File: src/rtl/jt10_adpcm_rom_pkg.sv
// Shared definitions for the YM2610 ADPCM ROM responder.
// Contents: FSM state encoding, channel id constants, default region offsets
// and a helper that forms the 25-bit external byte address of a fetch.
package jt10_adpcm_rom_pkg;

  typedef enum logic {
    ST_IDLE = 1'b0,
    ST_WAIT = 1'b1
  } state_t;

  localparam logic CH_A = 1'b0;
  localparam logic CH_B = 1'b1;

  localparam logic [24:0] ADPCMA_OFFSET_DEF = 25'h000_0000;
  localparam logic [24:0] ADPCMB_OFFSET_DEF = 25'h100_0000;

  // Raw 24-bit channel address plus region base; the carry out of bit 24
  // is dropped so the sum wraps silently within the 32 MB space.
  function automatic logic [24:0] full_addr(input logic [23:0] raw,
                                            input logic [24:0] offset);
    return {1'b0, raw} + offset;
  endfunction

endpackage

File: src/rtl/jt10_adpcm_rom_ch.sv
// Per-channel fetch bookkeeping for the ADPCM ROM responder.
// Holds the raw address of the last completed fetch (tag), whether that tag
// is meaningful, and the byte returned by that fetch.
// Ports:
//   clk, rst      - system clock, synchronous active-high reset
//   raw_addr      - 24-bit address currently driven by the core
//   roe_n         - core output enable, active low
//   wr_en         - completion of a fetch for this channel
//   wr_tag        - address that fetch was issued with
//   wr_data       - byte returned by memory
//   pending       - channel needs a fetch
//   data          - last byte fetched (registered)
module jt10_adpcm_rom_ch (
  input  logic        clk,
  input  logic        rst,
  input  logic [23:0] raw_addr,
  input  logic        roe_n,
  input  logic        wr_en,
  input  logic [23:0] wr_tag,
  input  logic [7:0]  wr_data,
  output logic        pending,
  output logic [7:0]  data
);

  logic [23:0] tag_q, tag_d;
  logic        tag_valid_q, tag_valid_d;
  logic [7:0]  data_q, data_d;

  always_comb begin
    tag_d       = tag_q;
    tag_valid_d = tag_valid_q;
    data_d      = data_q;
    if (wr_en) begin
      tag_d       = wr_tag;
      tag_valid_d = 1'b1;
      data_d      = wr_data;
    end
  end

  always_ff @(posedge clk) begin
    if (rst) begin
      tag_q       <= 24'h0;
      tag_valid_q <= 1'b0;
      data_q      <= 8'h00;
    end else begin
      tag_q       <= tag_d;
      tag_valid_q <= tag_valid_d;
      data_q      <= data_d;
    end
  end

  // The tag records the address a fetch was issued with, so a core address
  // that moved while the fetch was outstanding shows up as pending again.
  assign pending = ~roe_n & (~tag_valid_q | (raw_addr != tag_q));
  assign data    = data_q;

endmodule

File: src/rtl/jt10_adpcm_rom.sv
// YM2610 ADPCM ROM responder.
// Turns the ADPCM-A / ADPCM-B address and output-enable lines into byte
// fetches from one shared memory via a level req / pulse ack handshake.
// Ports:
//   rst, clk                         - synchronous active-high reset, clock
//   adpcma_addr/bank/roe_n -> data   - ADPCM-A channel
//   adpcmb_addr/roe_n      -> data   - ADPCM-B channel
//   mem_addr, mem_req                - external request (held until ack)
//   mem_ack, mem_data                - one-cycle ack with read data
module jt10_adpcm_rom
  import jt10_adpcm_rom_pkg::*;
#(
  parameter logic [24:0] ADPCMA_OFFSET = ADPCMA_OFFSET_DEF,
  parameter logic [24:0] ADPCMB_OFFSET = ADPCMB_OFFSET_DEF
) (
  input  logic        rst,
  input  logic        clk,
  input  logic [19:0] adpcma_addr,
  input  logic [3:0]  adpcma_bank,
  input  logic        adpcma_roe_n,
  output logic [7:0]  adpcma_data,
  input  logic [23:0] adpcmb_addr,
  input  logic        adpcmb_roe_n,
  output logic [7:0]  adpcmb_data,
  output logic [24:0] mem_addr,
  output logic        mem_req,
  input  logic        mem_ack,
  input  logic [7:0]  mem_data
);

  state_t      state_q, state_d;
  logic [23:0] cur_addr_q, cur_addr_d;
  logic        cur_ch_q, cur_ch_d;
  logic        last_q, last_d;
  logic [24:0] mem_addr_q, mem_addr_d;
  logic        mem_req_q, mem_req_d;

  logic [23:0] raw_a;
  logic        pend_a, pend_b;
  logic        pick;
  logic        wr_a, wr_b;

  assign raw_a = {adpcma_bank, adpcma_addr};

  // Acks only count while a fetch is outstanding; stray acks in IDLE fall
  // through without touching either channel.
  assign wr_a = (state_q == ST_WAIT) && mem_ack && (cur_ch_q == CH_A);
  assign wr_b = (state_q == ST_WAIT) && mem_ack && (cur_ch_q == CH_B);

  jt10_adpcm_rom_ch u_ch_a (
    .clk      (clk),
    .rst      (rst),
    .raw_addr (raw_a),
    .roe_n    (adpcma_roe_n),
    .wr_en    (wr_a),
    .wr_tag   (cur_addr_q),
    .wr_data  (mem_data),
    .pending  (pend_a),
    .data     (adpcma_data)
  );

  jt10_adpcm_rom_ch u_ch_b (
    .clk      (clk),
    .rst      (rst),
    .raw_addr (adpcmb_addr),
    .roe_n    (adpcmb_roe_n),
    .wr_en    (wr_b),
    .wr_tag   (cur_addr_q),
    .wr_data  (mem_data),
    .pending  (pend_b),
    .data     (adpcmb_data)
  );

  always_comb begin
    // On a tie the channel not served last wins.
    if (pend_a && pend_b) pick = ~last_q;
    else if (pend_b)      pick = CH_B;
    else                  pick = CH_A;

    state_d    = state_q;
    cur_addr_d = cur_addr_q;
    cur_ch_d   = cur_ch_q;
    last_d     = last_q;
    mem_addr_d = mem_addr_q;
    mem_req_d  = mem_req_q;

    case (state_q)
      ST_IDLE: begin
        mem_req_d = 1'b0;
        if (pend_a || pend_b) begin
          state_d   = ST_WAIT;
          mem_req_d = 1'b1;
          cur_ch_d  = pick;
          if (pick == CH_B) begin
            cur_addr_d = adpcmb_addr;
            mem_addr_d = full_addr(adpcmb_addr, ADPCMB_OFFSET);
          end else begin
            cur_addr_d = raw_a;
            mem_addr_d = full_addr(raw_a, ADPCMA_OFFSET);
          end
        end
      end
      ST_WAIT: begin
        if (mem_ack) begin
          state_d   = ST_IDLE;
          mem_req_d = 1'b0;
          last_d    = cur_ch_q;
        end
      end
      default: begin
        state_d   = ST_IDLE;
        mem_req_d = 1'b0;
      end
    endcase
  end

  always_ff @(posedge clk) begin
    if (rst) begin
      state_q    <= ST_IDLE;
      cur_addr_q <= 24'h0;
      cur_ch_q   <= CH_A;
      last_q     <= CH_B;
      mem_addr_q <= 25'h0;
      mem_req_q  <= 1'b0;
    end else begin
      state_q    <= state_d;
      cur_addr_q <= cur_addr_d;
      cur_ch_q   <= cur_ch_d;
      last_q     <= last_d;
      mem_addr_q <= mem_addr_d;
      mem_req_q  <= mem_req_d;
    end
  end

  assign mem_addr = mem_addr_q;
  assign mem_req  = mem_req_q;

endmodule
File: config.mk
export PLATFORM = sky130hd
export DESIGN_NAME = jt10_adpcm_rom
export DESIGN_NICKNAME = d
export VERILOG_FILES = /design/src/rtl/jt10_adpcm_rom_pkg.sv /design/src/rtl/jt10_adpcm_rom_ch.sv /design/src/rtl/jt10_adpcm_rom.sv
export SDC_FILE = /design/constraint.sdc
export NUM_CORES = 1
export LEC_CHECK = 0
export ABC_AREA = 1
export CAP_MARGIN = 25
export CORE_UTILIZATION = 46
export CTS_CLUSTER_DIAMETER = 60
export DETAILED_ROUTE_END_ITERATION = 10
export MAX_ROUTING_LAYER = met4
export PLACE_DENSITY = 0.77
export SLEW_MARGIN = 15
export SYNTH_ARGS = -nofsm -noshare
export SYNTH_HDL_FRONTEND = slang
export SYNTH_SLANG_ARGS = --single-unit
File: constraint.sdc
create_clock -name clk -period 1.38 [get_ports clk]
set_clock_uncertainty 0.05 [all_clocks]
set_input_delay 0.207 -clock clk [delete_from_list [all_inputs] [get_ports clk]]
set_output_delay 0.207 -clock clk [all_outputs]
set_load 0.005 [all_outputs]
==> metrics.md, run 1 <==
| Metric | Value |
|---|---|
| Number of setup violations in the final report | `27` |
| Adder and majority gate portion of the synthesized area | `0%` |
| Worst min-delay path endpoint | `mem_req$_SDFFE_PP0P_` |
| Average wire per cell in the routed design | `15.67 microns` |
| Nets@finish | `around 930` |
| Distinct cells, synth | `23` |
| Highest achievable clock rate | `approximately 0.53 GHz` |
| Signed area change from the synthesized netlist to the final layout | `52.23%` |
| Share of synthesized area occupied by flip-flops and latches | `41.19%` |
| Die ar. | `a little over 0.01 sq mm` |
| Reg2Reg Setup Slack | `-520 ps` |
| Boundary pin count | `between 100 and 150` |
| Share of layout cells above drive strength 1 | `around a quarter` |
| Weighted congestion reported at the end of routability-driven placement | `0.9040` |
| Path category of the worst min-delay check | `in2reg` |
| DIE WIDTH | `just over 100 microns` |
| Net load switching power | `just under 2000 uW` |
| Cells on worst reg2reg path | `13` |
| RSZ-0062 raised after global routing | `true` |
| Vias per cell | `a little over 5` |
| Leakage dissipation | `between 0.003 and 0.004 uW` |
| Violations in the final reports | `setup timing` |
| Crit path kind | `reg2reg` |
| CTS sink count | `94` |
| Logic gate share of total power | `approximately 24%` |
| Clock buffer depth | `2` |
| Die height | `around 100 microns` |
| Starting density of the core | `47.17%` |
| Final HPWL from detailed placement | `a little under 10000 microns` |
| Peak fanout along the critical path | `7` |
| Cell chain of the critical path | `nor2_1, nor2_1, nor2_1, nand3_2, nor2_2, nand3_2, nand3_4, nand2_8, clkbuf_16, nand2_2, nand3_1, nand2_1, inv_1` |
| Share of total power consumed by net switching | `between 20 and 30%` |
| Highest-count cells in the layout ignoring fill and taps | `146 x sky130_fd_sc_hd__nand2_1, 110 x sky130_fd_sc_hd__inv_1, 70 x sky130_fd_sc_hd__a21oi_1, 64 x sky130_fd_sc_hd__buf_4, 59 x sky130_fd_sc_hd__nand3_1` |
| CP Buf/Inv Count | `2` |
| Maximum number of pins on one net before global-route repair | `a little under 50` |
| Minimum clock period | `about 1900 ps` |
| CTS tree | `yes` |
| Hold Crit Start | `mem_ack` |
| Wire length reported by the detailed router | `~16000 microns` |
| Number of hold buffers added after cts | `0` |
| Required time reported for the critical path endpoint | `about 1600 ps` |
| Clk root buf | `sky130_fd_sc_hd__clkbuf_8` |
| Share of synthesized cell area in and, or, nand and nor gates | `approximately 27%` |
| Hold depth | `4` |
| Cell with the biggest individual delay on the critical path | `sky130_fd_sc_hd__dfxtp_2` |
| Fraction of registers with async set/reset | `0%` |
| Startpoint type of the worst setup path | `flip-flop` |
| Area used by multi-input combinational logic | `approximately 0.0023 sq mm` |
| Fraction of the mapped netlist area in compound gates | `approximately 17%` |
| Number of synthesized register bits | `94` |
| Number of slew-limit violations in the final report | `0` |
| Total of warnings raised by yosys | `0` |
| Critical Path Sink Type | `flip-flop` |
| Int Pwr | `4705 uW` |
| Capture instance of the worst register-to-register path | `cur_addr_q[0]$_SDFFE_PP0P_` |
| Combinational family with the most area after synthesis | `simple AND/OR/NAND/NOR gates` |
| Signal arrival time at the worst endpoint | `~2100 ps` |
| Post-route cell area | `roughly 0.007 sq mm` |
| CP max stage delay | `330 ps` |
| Cell family with most CP delay | `simple AND/OR/NAND/NOR gates` |
| Fin crit share | `137.6%` |
| Most common library cell in the layout ignoring fill and taps | `sky130_fd_sc_hd__nand2_1` |
| Placeable Area | `0.009684 sq mm` |
| Slew headroom | `between 70% and 80%` |
| Multiplexer fraction of the synthesized cell area | `0%` |
| Clock-pin slew on the worst setup and hold paths | `roughly 90 ps` |
| Number of search-and-repair iterations in the first detailed-routing pass | `6` |
| Synthesized instance count | `roughly 710` |
| Inserted Diodes | `0` |
| Clock latency reported for the late side of the worst-skew pair | `~380 ps` |
| Total congestion overflow | `0` |
| Number of DRC markers after the initial detailed-route iteration | `approximately 350` |
| Area used by sequential logic in the layout | `0.001951 sq mm` |
| Maximum vdd ir drop | `0.7106 mV` |
| Std cell rows | `36` |
| Total power density per cell area | `a little under 1000 mW/mm^2` |
| Remaining DRCs | `0` |
| First-pass GRT wire length | `between 20000 and 25000 microns` |
| Dominant cell type by count on the critical path | `sky130_fd_sc_hd__nor2_1` |
| Outcome | `finished with violations` |
| Setup slack after layout | `-518.7 ps` |
| Number of max-capacitance violations reported | `0` |
| Detail Route Antenna Nets | `0` |
| Predominant post-synthesis flop cell | `sky130_fd_sc_hd__dfxtp_1` |
| Placement-stage cell area | `around 0.0062 sq mm` |
| Overall global routing resource usage | `29.73%` |
| Post-synth EDFFs | `0` |
| Post-layout total power | `around 6700 uW` |
| Number of port buffers | `102` |
| Initial antenna violation count | `0` |
| Via count of the first global-routing pass | `4830` |
| Number of vias in the routed layout | `5234` |
| Slew at the pin closest to its max-slew limit | `between 300 and 400 ps` |
| Level count of the clock H-tree | `3` |
| Synth Net Count | `between 700 and 800` |
| Count of fill cells added during filler insertion | `740` |
| Reg power frac | `45.2%` |
| Worst reg2reg path startpoint | `u_ch_a.tag_q[2]$_SDFFE_PP0P_` |
| Synth Cell Area | `between 0.004 and 0.005 sq mm` |
| Synthesized-area fraction occupied by xor and xnor cells | `1.150%` |
| Final Hold Fails | `0` |
| Number of buffers added by the clock tree synthesis step | `9` |
| Share of power burned in the clock network | `30.4%` |
| Mean area per synthesized cell | `around 6.5 sq um` |
worst reg2reg max path: stages, from the launching register on:
cell                        delay (ps)
sky130_fd_sc_hd__dfxtp_2           330
sky130_fd_sc_hd__nor2_1             90
sky130_fd_sc_hd__nor2_1             50
sky130_fd_sc_hd__nor2_1            160
sky130_fd_sc_hd__nand3_2           150
sky130_fd_sc_hd__nor2_2            140
sky130_fd_sc_hd__nand3_2           120
sky130_fd_sc_hd__nand3_4           130
sky130_fd_sc_hd__nand2_8           100
sky130_fd_sc_hd__clkbuf_16         200
sky130_fd_sc_hd__nand2_2            60
sky130_fd_sc_hd__nand3_1            90
sky130_fd_sc_hd__nand2_1            90
sky130_fd_sc_hd__inv_1              40
how the worst max path moves through the flow:
stage	endpoint	slack, ps	from	cells past startpoint
6_report	cur_addr_q[0]$_SDFFE_PP0P_	-520	u_ch_a.tag_q[2]$_SDFFE_PP0P_	13
5_1_grt	cur_addr_q[17]$_SDFFE_PP0P_	-580	u_ch_a.tag_q[13]$_SDFFE_PP0P_	14
4_1_cts	cur_addr_q[19]$_SDFFE_PP0P_	-400	u_ch_a.tag_q[5]$_SDFFE_PP0P_	14
3_5_place_dp	cur_addr_q[19]$_SDFFE_PP0P_	-830	adpcma_addr[4]	15
3_3_place_gp	cur_addr_q[21]$_SDFFE_PP0P_	-820	adpcma_addr[1]	15
2_1_floorplan	state_q$_SDFF_PP0_	-130	u_ch_b.tag_q[17]$_SDFFE_PP0P_	14
per-layer routing:
metal	wire length, microns	track usage [%]	up-vias
met3	1279	4.969	40
met1	6538	35.98	2412
met4	450	12.15	0
li1	-	-	2536
met2	7545	48.96	246
met5	0	-	-
logic make-up (layout without fill, tap and decap cells):
kind of cell / after synthesis / in the layout
flip-flops: 94 / 94
AO/OA/AOI/OAI: 153 / 153
AND/OR/NAND/NOR: 295 / 295
XOR/XNOR: 6 / 6
buffers and inverters: 159 / 328
flip-flops by register name (all words and copies together), names as in the netlist, 8 cells and up:
register and cells:
cur_addr_q 23, u_ch_b.data 8, u_ch_b.tag_q 24, u_ch_a.tag_q 24, u_ch_a.data 8
per-stage QoR:
| step | setup WS [ps] | TNS, ps | hold WS (ps) | cells | util, % |
|---|---|---|---|---|---|
| 2_1_floorplan | -130.7 | -2257 | 291.9 | 707 | - |
| 3_3_place_gp | -819.9 | -35930 | 389.4 | 964 | 63.53 |
| 3_5_place_dp | -832.5 | -37000 | 390.9 | 964 | 63.53 |
| 4_1_cts | -400.7 | -10020 | 364.8 | 999 | 67.62 |
| 5_1_grt | -577.0 | -14230 | 203.6 | 1009 | 71.81 |
| 6_report | -518.7 | -12100 | 176.8 | 1009 | 71.81 |
synth_stat cells, types with 2 or more instances:
| master | n | area share, % |
|---|---|---|
| sky130_fd_sc_hd__buf_4 | 3 | 0.49 |
| sky130_fd_sc_hd__nand3_1 | 66 | 7.2 |
| sky130_fd_sc_hd__clkinv_1 | 3 | 0.25 |
| sky130_fd_sc_hd__xor2_1 | 4 | 0.77 |
| sky130_fd_sc_hd__dfxtp_1 | 94 | 41 |
| sky130_fd_sc_hd__inv_1 | 119 | 9.8 |
| sky130_fd_sc_hd__o21ai_0 | 53 | 5.8 |
| sky130_fd_sc_hd__buf_2 | 4 | 0.44 |
| sky130_fd_sc_hd__clkbuf_1 | 20 | 1.6 |
| sky130_fd_sc_hd__o21ai_1 | 15 | 1.6 |
| sky130_fd_sc_hd__inv_2 | 3 | 0.25 |
| sky130_fd_sc_hd__nand2_4 | 2 | 0.49 |
| sky130_fd_sc_hd__buf_6 | 4 | 0.99 |
| sky130_fd_sc_hd__xnor2_1 | 2 | 0.38 |
| sky130_fd_sc_hd__a21oi_1 | 85 | 9.3 |
| sky130_fd_sc_hd__buf_1 | 2 | 0.16 |
| sky130_fd_sc_hd__nand2_1 | 164 | 13 |
| sky130_fd_sc_hd__nor2_1 | 59 | 4.8 |
power by group through the flow:
stage	logic [uW]	registers, uW	clock network [uW]
6_report	1630	3020	2030
5_1_grt	1760	3040	2140
4_1_cts	1420	3010	2050
3_5_place_dp	1350	3080	0
3_3_place_gp	1330	3070	0
2_1_floorplan	652	3050	0
final cells by class:
class                           count  share of cell area (%)
Inverter                          126                   6.963
Clock buffer                       10                   1.835
Multi-Input combinational cell    454                   32.46
Clock inverter                      6                   1.241
Tap cell                          133                   2.393
Sequential cell                    94                   28.05
Timing Repair Buffer              186                   27.06
timing repair:
action / 4_1_cts / 5_1_grt
buffers inserted: 18 / 5
gates cloned: 1 / 5
gates resized for setup: 85 / 87
setup endpoints to repair: 69 / 49
pin swaps: 0 / 34
Note: power is estimated with default switching activity, not from simulation.
==> run 2: changes to the inputs <==
CELL_PAD_IN_SITES_DETAIL_PLACEMENT = 0   (was unset)
CELL_PAD_IN_SITES_GLOBAL_PLACEMENT = 1   (was unset)
CORE_UTILIZATION = 31   (was 46)
PLACE_DENSITY = unset   (was 0.77)
PLACE_DENSITY_LB_ADDON = 0.1   (was unset)
REMOVE_ABC_BUFFERS = 1   (was unset)
==> run 2 against run 1 <==
- die area grew 47%
- the run still ends with setup timing left
- cell count grew 5.8%
- total power grew 9.5%
==> metrics.md, run 2 (synthesized netlist as in run 1, its figures left out) <==
| Metric | Value |
|---|---|
| Total power density per cell area | `995.2 mW/mm^2 (+3.5%)` |
| Cell with the biggest individual delay on the critical path | `sky130_fd_sc_hd__dfxtp_1` |
| Violations in the final reports | `setup timing` |
| Signal arrival time at the worst endpoint | `2000 ps (-130 ps)` |
| First-pass GRT wire length | `23780 microns (+3.9%)` |
| Clk root buf | `sky130_fd_sc_hd__clkbuf_16` |
| Detail Route Antenna Nets | `0 (unchanged)` |
| Die height | `123.4 microns (+21%)` |
| Post-Place Cells | `1030 (+6.8%)` |
| Int Pwr | `5214 uW (+11%)` |
| Slew headroom | `78.96% (-0.96 points)` |
| Most common library cell in the layout ignoring fill and taps | `sky130_fd_sc_hd__nand2_1` |
| Cell chain of the critical path | `xor2_1, nor2_2, nand2_1, nor2_2, nand3_2, nand2_2, nand2_2, nand2_4, buf_12, inv_16, o21ai_2, inv_1` |
| Remaining DRCs | `0 (unchanged)` |
| Highest-count cells in the layout ignoring fill and taps | `141 x sky130_fd_sc_hd__nand2_1, 111 x sky130_fd_sc_hd__inv_1, 83 x sky130_fd_sc_hd__a21oi_1, 65 x sky130_fd_sc_hd__buf_4, 59 x sky130_fd_sc_hd__dlygate4sd2_1` |
| Average wire per cell in the routed design | `15.21 microns (-2.9%)` |
| Number of slew-limit violations in the final report | `0 (unchanged)` |
| Area used by sequential logic in the layout | `0.001933 sq mm (-0.90%)` |
| DIE WIDTH | `123.4 microns (+21%)` |
| Std cell rows | `43 (+19%)` |
| Length of routed met2 wiring | `7861 microns (+4.2%)` |
| Wire length on met3 | `638 microns (-50%)` |
| Starting density of the core | `32.28% (-15 points)` |
| Highest achievable clock rate | `0.5568 GHz (+5.7%)` |
| Setup slack after layout | `-416.1 ps (+102.6 ps)` |
| Number of max-capacitance violations reported | `0 (unchanged)` |
| Leakage dissipation | `0.003599 uW (+3.3%)` |
| Critical Path Sink Type | `flip-flop` |
| Reg power frac | `41.3% (-3.9 points)` |
| Setup slack at placement | `-858.1 ps (-25.64 ps)` |
| Minimum clock period | `1796 ps (-102.6 ps)` |
| Overall global routing resource usage | `21.72% (-8.0 points)` |
| Share of layout cells above drive strength 1 | `28.27% (+3.2 points)` |
| Weighted congestion reported at the end of routability-driven placement | `0.7986 (-12%)` |
| Placement-stage cell area | `0.006320 sq mm (+2.7%)` |
| Maximum vdd ir drop | `0.5586 mV (-21%)` |
| Final HPWL from detailed placement | `10640 microns (+8.0%)` |
| Number of hold buffers added after cts | `0 (unchanged)` |
| Top layer reached by signal wires | `met4` |
| Share of total power consumed by net switching | `28.74% (-0.88 points)` |
| Fin crit share | `130.2% (-7.4 points)` |
| Path category of the worst min-delay check | `in2reg` |
| CP Buf/Inv Count | `3 (+1)` |
| Wire length reported by the detailed router | `16250 microns (+2.7%)` |
| Number of vias in the routed layout | `4986 (-4.7%)` |
| Final instance count without filler cells | `1068 (+5.8%)` |
| Final Util | `51.96% (-20 points)` |
| Initial antenna violation count | `0 (unchanged)` |
| Net load switching power | `2103 uW (+6.2%)` |
| Cell family with most CP delay | `simple AND/OR/NAND/NOR gates` |
| Inserted Diodes | `0 (unchanged)` |
| Clock latency reported for the late side of the worst-skew pair | `350 ps (-30 ps)` |
| CTS tree | `yes` |
| Post-route cell area | `0.007352 sq mm (+5.7%)` |
| Number of setup violations in the final report | `27 (unchanged)` |
| Number of DRC markers after the initial detailed-route iteration | `235 (-34%)` |
| RSZ-0062 raised after global routing | `true` |
| CTS sink count | `94 (unchanged)` |
| Vias per cell | `4.669 (-10%)` |
| Area used by multi-input combinational logic | `0.002401 sq mm (+6.4%)` |
| Share of power burned in the clock network | `35.8% (+5.4 points)` |
| Required time reported for the critical path endpoint | `1580 ps (-30 ps)` |
| Clock buffer depth | `2 (unchanged)` |
| Crit path kind | `reg2reg` |
| Boundary pin count | `103 (unchanged)` |
| Number of search-and-repair iterations in the first detailed-routing pass | `5 (-1)` |
| Logic gate share of total power | `22.9% (-1.4 points)` |
| Slew at the pin closest to its max-slew limit | `315.7 ps (+14.46 ps)` |
| Number of buffers added by the clock tree synthesis step | `9 (unchanged)` |
| Peak fanout along the critical path | `7 (unchanged)` |
| Biggest regs | `u_ch_a.tag_q (24), u_ch_b.tag_q (24), cur_addr_q (23)` |
| Post-layout total power | `7317 uW (+9.5%)` |
| Outcome | `finished with violations` |
| Startpoint type of the worst setup path | `flip-flop` |
| Clock-pin slew on the worst setup and hold paths | `70 ps (-20 ps)` |
| CP max stage delay | `330 ps (about the same)` |
| Count of fill cells added during filler insertion | `1413 (+91%)` |
| Via count of the first global-routing pass | `4673 (-3.3%)` |
| Placeable Area | `0.01415 sq mm (+46%)` |
| Maximum number of pins on one net before global-route repair | `33 (-33%)` |
| Nets@finish | `944 (+1.3%)` |
| Final Hold Fails | `0 (unchanged)` |
| Die ar. | `0.01523 sq mm (+47%)` |
| Number of port buffers | `102 (unchanged)` |
| Total congestion overflow | `0 (unchanged)` |
| Signed area change from the synthesized netlist to the final layout | `60.94%` |
| Met1 layer wirelength in the final routing | `7493 microns (+15%)` |
| Level count of the clock H-tree | `3 (unchanged)` |
==> run 2: cell count changes in the layout (fill, tap and decap cells not counted), sizes merged <==
cell	before	now
dlygate4sd2	44	59
bufinv	2	1
clkdlybuf4s50	43	36
clkinv	5	6
dlymetal6s2s	15	7
buf	79	90
clkbuf	15	16
inv	123	125
clkinvlp	2	0
==> run 2: layer usage <==
metal  track usage [%]  up-vias
met3             3.367       20
li1                  -     2562
met5                 -        -
met1             27.15     2290
met4             7.681        0
met2             35.44      114
==> run 2: path summary, 6_finish.rpt <==
kind                           startpoint                           end  slack [ps]  cells past startpoint
max          u_ch_a.tag_q[6]$_SDFFE_PP0P_            state_q$_SDFF_PP0_        -420                     12
min                               mem_ack          mem_req$_SDFFE_PP0P_         160                      4
max reg2reg  u_ch_a.tag_q[6]$_SDFFE_PP0P_            state_q$_SDFF_PP0_        -420                     12
min reg2reg  u_ch_b.tag_q[2]$_SDFFE_PP0P_  u_ch_b.tag_q[2]$_SDFFE_PP0P_         400                      2
==> run 2: power by group through the flow <==
stage | combinational [uW] | sequential [uW] | clock [uW]
final | 1680 | 3020 | 2620
after global placement | 1410 | 3060 | 0
after detailed placement | 1420 | 3070 | 0
after CTS | 1520 | 3010 | 2660
after global routing | 1840 | 3040 | 2780
after floorplan | 560 | 3050 | 0
==> run 2: final cells by class <==
| type | count | share of cell area, % |
|---|---|---|
| multi-input cells | 454 | 32.66 |
| repair buffers | 196 | 26.80 |
| flip-flops and latches | 94 | 26.29 |
| inverters | 126 | 6.654 |
| clock buffers | 12 | 3.489 |
| well taps | 180 | 3.063 |
| clock inverters | 4 | 0.6127 |
| repair inverters | 2 | 0.4255 |
==> run 2: worst reg2reg max path, stage by stage, from the launching register on <==
cell	delay, ps
sky130_fd_sc_hd__dfxtp_1	330
sky130_fd_sc_hd__xor2_1	190
sky130_fd_sc_hd__nor2_2	170
sky130_fd_sc_hd__nand2_1	80
sky130_fd_sc_hd__nor2_2	120
sky130_fd_sc_hd__nand3_2	100
sky130_fd_sc_hd__nand2_2	80
sky130_fd_sc_hd__nand2_2	60
sky130_fd_sc_hd__nand2_4	130
sky130_fd_sc_hd__buf_12	190
sky130_fd_sc_hd__inv_16	60
sky130_fd_sc_hd__o21ai_2	110
sky130_fd_sc_hd__inv_1	50
==> run 2: timing repair <==
action / in CTS / in global routing
cloned: 3 / 4
endpoints found under the setup margin: 69 / 63
setup buffers: 10 / 6
resized for setup: 149 / 87
pin swaps: 43 / 45
==> run 2: metrics by stage <==
stage	hold WS (ps)	setup TNS (ps)
after floorplan	226.1	-60970
after global placement	390.5	-37700
after detailed placement	396.4	-38230
after CTS	298.8	-10440
after global routing	189.5	-13760
final	163.5	-10410
==> run 3: changes to the inputs <==
CORE_ASPECT_RATIO = 1.2   (was unset)
==> run 3 against run 2 <==
- the run still ends with setup timing left
- wire length rose by 0.87%
- sequential power about the same
- global-route usage decreased by 0.51 points
- critical path depth unchanged
- largest cell class unchanged
- non-clock buffer count down 13
- utilization shrank 2.0 points
- combinational power shrank 3%
- maximum frequency fell by 2.3%
- cell count down 1.7%
- total power down 4.6%
- register-to-register slack worse by 40 ps
- clock power shrank 11%
==> metrics.md, run 3 (synthesized netlist as in run 1, its figures left out) <==
| Metric | Value |
|---|---|
| Outcome | `finished with violations` |
| Violations in the final reports | `setup timing` |
| Slew headroom | `79.18% (+0.22 points)` |
| Hold slack | `201.5 ps (+38.05 ps)` |
| Number of buffers added by the clock tree synthesis step | `9 (unchanged)` |
| Nets@finish | `931 (-1.4%)` |
| Boundary pin count | `103 (unchanged)` |
| Number of port buffers | `102 (unchanged)` |
| Clock-pin slew on the worst setup and hold paths | `60 ps (about the same)` |
| Overall global routing resource usage | `21.22% (-0.51 points)` |
| Highest-count cells in the layout ignoring fill and taps | `132 x sky130_fd_sc_hd__nand2_1, 108 x sky130_fd_sc_hd__inv_1, 83 x sky130_fd_sc_hd__a21oi_1, 64 x sky130_fd_sc_hd__dfxtp_1, 53 x sky130_fd_sc_hd__buf_4` |
| Post-layout total power | `6978 uW (-4.6%)` |
| Biggest regs | `u_ch_a.tag_q (24), u_ch_b.tag_q (24), cur_addr_q (23)` |
| Total congestion overflow | `0 (unchanged)` |
| Setup slack at placement | `-829.2 ps (+28.95 ps)` |
| Number of max-capacitance violations reported | `0 (unchanged)` |
| Number of slew-limit violations in the final report | `0 (unchanged)` |
| Via count of the first global-routing pass | `4595 (-1.7%)` |
| Crit path kind | `reg2reg` |
| Starting density of the core | `31.69% (-0.59 points)` |
| CP Buf/Inv Count | `2 (-1)` |
| Signal arrival time at the worst endpoint | `2040 ps (+40 ps)` |
| Crit path capture | `cur_addr_q[8]$_SDFFE_PP0P_` |
| Final HPWL from detailed placement | `10810 microns (+1.6%)` |
| Setup slack after layout | `-458.0 ps (-41.82 ps)` |
| Number of vias in the routed layout | `4926 (-1.2%)` |
| Net load switching power | `2029 uW (-3.5%)` |
| Std cell rows | `48 (+12%)` |
| Most common library cell in the layout ignoring fill and taps | `sky130_fd_sc_hd__nand2_1` |
| Clock buffer depth | `2 (unchanged)` |
| Number of DRC markers after the initial detailed-route iteration | `209 (-11%)` |
| Start point of the critical path | `u_ch_a.tag_q[18]$_SDFFE_PP0P_` |
| Cell with the biggest individual delay on the critical path | `sky130_fd_sc_hd__dfxtp_2` |
| Path category of the worst min-delay check | `in2reg` |
| Minimum clock period | `1838 ps (+41.82 ps)` |
| Count of fill cells added during filler insertion | `1458 (+3.2%)` |
| Share of layout cells above drive strength 1 | `25.71% (-2.6 points)` |
| Capture instance of the worst register-to-register path | `cur_addr_q[8]$_SDFFE_PP0P_` |
| Slew at the pin closest to its max-slew limit | `312.4 ps (-3.304 ps)` |
| Detail Route Antenna Nets | `0 (unchanged)` |
| Critical Path Sink Type | `flip-flop` |
| Clock latency reported for the late side of the worst-skew pair | `350 ps (about the same)` |
| Maximum number of pins on one net before global-route repair | `37 (+12%)` |
| Fin crit share | `133.2% (+3.0 points)` |
| Worst path depth | `12 (unchanged)` |
| Clk root buf | `sky130_fd_sc_hd__clkbuf_16` |
| Cell family with most CP delay | `simple AND/OR/NAND/NOR gates` |
| Maximum vdd ir drop | `0.5557 mV (-0.53%)` |
| Logic gate share of total power | `23.4% (+0.5 points)` |
| Reg power frac | `43.3% (+2.0 points)` |
| Startpoint type of the worst setup path | `flip-flop` |
| Cells on worst reg2reg path | `12 (unchanged)` |
| Highest achievable clock rate | `0.5441 GHz (-2.3%)` |
| Area used by sequential logic in the layout | `0.001922 sq mm (-0.58%)` |
| RSZ-0062 raised after global routing | `true` |
| Share of power burned in the clock network | `33.3% (-2.5 points)` |
| Share of total power consumed by net switching | `29.08% (+0.34 points)` |
| Final Util | `49.98% (-2.0 points)` |
| Die height | `135.0 microns (+9.4%)` |
| Hold depth | `5 (+1)` |
| DIE WIDTH | `112.8 microns (-8.6%)` |
| Leakage dissipation | `0.003578 uW (-0.59%)` |
| Signed area change from the synthesized netlist to the final layout | `57.71%` |
| Reg2Reg Setup Slack | `-460 ps (-40 ps)` |
| Total power density per cell area | `968.5 mW/mm^2 (-2.7%)` |
| Remaining DRCs | `0 (unchanged)` |
| Final Hold Fails | `0 (unchanged)` |
| Weighted congestion reported at the end of routability-driven placement | `0.8089 (+1.3%)` |
| Area used by multi-input combinational logic | `0.002439 sq mm (+1.6%)` |
| CTS tree | `yes` |
| Cell chain of the critical path | `xor2_1, nor2_1, nand2_1, nor2_4, nand3_4, nand3_4, nand2_8, clkbuf_16, nand2_2, nand3_2, nand2_1, inv_1` |
| First-pass GRT wire length | `23710 microns (-0.32%)` |
| Number of search-and-repair iterations in the first detailed-routing pass | `4 (-1)` |
| Placeable Area | `0.01441 sq mm (+1.9%)` |
| CP max stage delay | `320 ps (about the same)` |
| Average wire per cell in the routed design | `15.61 microns (+2.6%)` |
| Wire length reported by the detailed router | `16390 microns (+0.87%)` |
| Die ar. | `0.01523 sq mm (about the same)` |
| Int Pwr | `4949 uW (-5.1%)` |
| Inserted Diodes | `0 (unchanged)` |
| Initial antenna violation count | `0 (unchanged)` |
| CTS sink count | `94 (unchanged)` |
| Number of setup violations in the final report | `30 (+11%)` |
| Level count of the clock H-tree | `3 (unchanged)` |
| Worst reg2reg path startpoint | `u_ch_a.tag_q[18]$_SDFFE_PP0P_` |
| Vias per cell | `4.691 (+0.49%)` |
| Required time reported for the critical path endpoint | `1580 ps (about the same)` |
| Peak fanout along the critical path | `7 (unchanged)` |
run 3: area by class of cell:
cell class	count	area share, %
tap	175	3.039
inverter	126	6.738
timing repair inverter	2	0.2779
sequential	94	26.68
clock buffer	15	3.578
clock inverter	1	0.06947
timing repair buffer	183	25.77
multi-input combinational	454	33.85
run 3: per-stage QoR:
step | setup TNS (ps) | cell area, sq um | instances
2_1_floorplan | -60970 | 4398 | 674
5_1_grt | -14660 | 7204 | 1050
6_report | -11390 | 7204 | 1050
4_1_cts | -10380 | 6618 | 1037
3_3_place_gp | -34120 | 6221 | 1016
3_5_place_dp | -34790 | 6221 | 1016
run 3: worst min-delay path: stages:
cell                             delay (ps)
sky130_fd_sc_hd__dlymetal6s2s_1         170
sky130_fd_sc_hd__nand2_4                 60
sky130_fd_sc_hd__nand3_2                 50
sky130_fd_sc_hd__nand2_1                 40
sky130_fd_sc_hd__inv_1                   40
run 3: per-layer routing:
| metal | global-route usage, % | vias to the layer above | routed length, microns |
|---|---|---|---|
| li1 | - | 2541 | - |
| met1 | 24.85 | 2264 | 7169 |
| met2 | 36.80 | 103 | 8248 |
| met3 | 3.052 | 18 | 623 |
| met4 | 7.852 | 0 | 347 |
| met5 | - | - | 0 |
run 3: worst min-delay path by stage:
stage                                               start                              end  slack, ps
final                                     adpcma_addr[18]      cur_addr_q[18]$_SDFFE_PP0P_        200
after global routing                      adpcma_addr[18]      cur_addr_q[18]$_SDFFE_PP0P_        220
after CTS                                 adpcma_addr[19]      cur_addr_q[19]$_SDFFE_PP0P_        280
after detailed placement  u_ch_b.tag_valid_q$_SDFFE_PP0P_  u_ch_b.tag_valid_q$_SDFFE_PP0P_        390
after global placement    u_ch_b.tag_valid_q$_SDFFE_PP0P_  u_ch_b.tag_valid_q$_SDFFE_PP0P_        390
after floorplan                                       rst             mem_req$_SDFFE_PP0P_        230
run 3: power groups by stage:
| stage | clock [uW] | combinational, uW | sequential (uW) |
|---|---|---|---|
| 5_1_grt | 2500 | 1790 | 3040 |
| 3_5_place_dp | 0 | 1400 | 3070 |
| 6_report | 2330 | 1630 | 3020 |
| 3_3_place_gp | 0 | 1390 | 3070 |
| 2_1_floorplan | 0 | 560 | 3050 |
| 4_1_cts | 2380 | 1420 | 3010 |
run 3: timing repair:
action,in CTS,in global routing
pin swaps,6,51
gates cloned,1,6
resized for setup,98,135
hold buffers,0,0
setup endpoints to repair,79,40
setup buffers,4,7
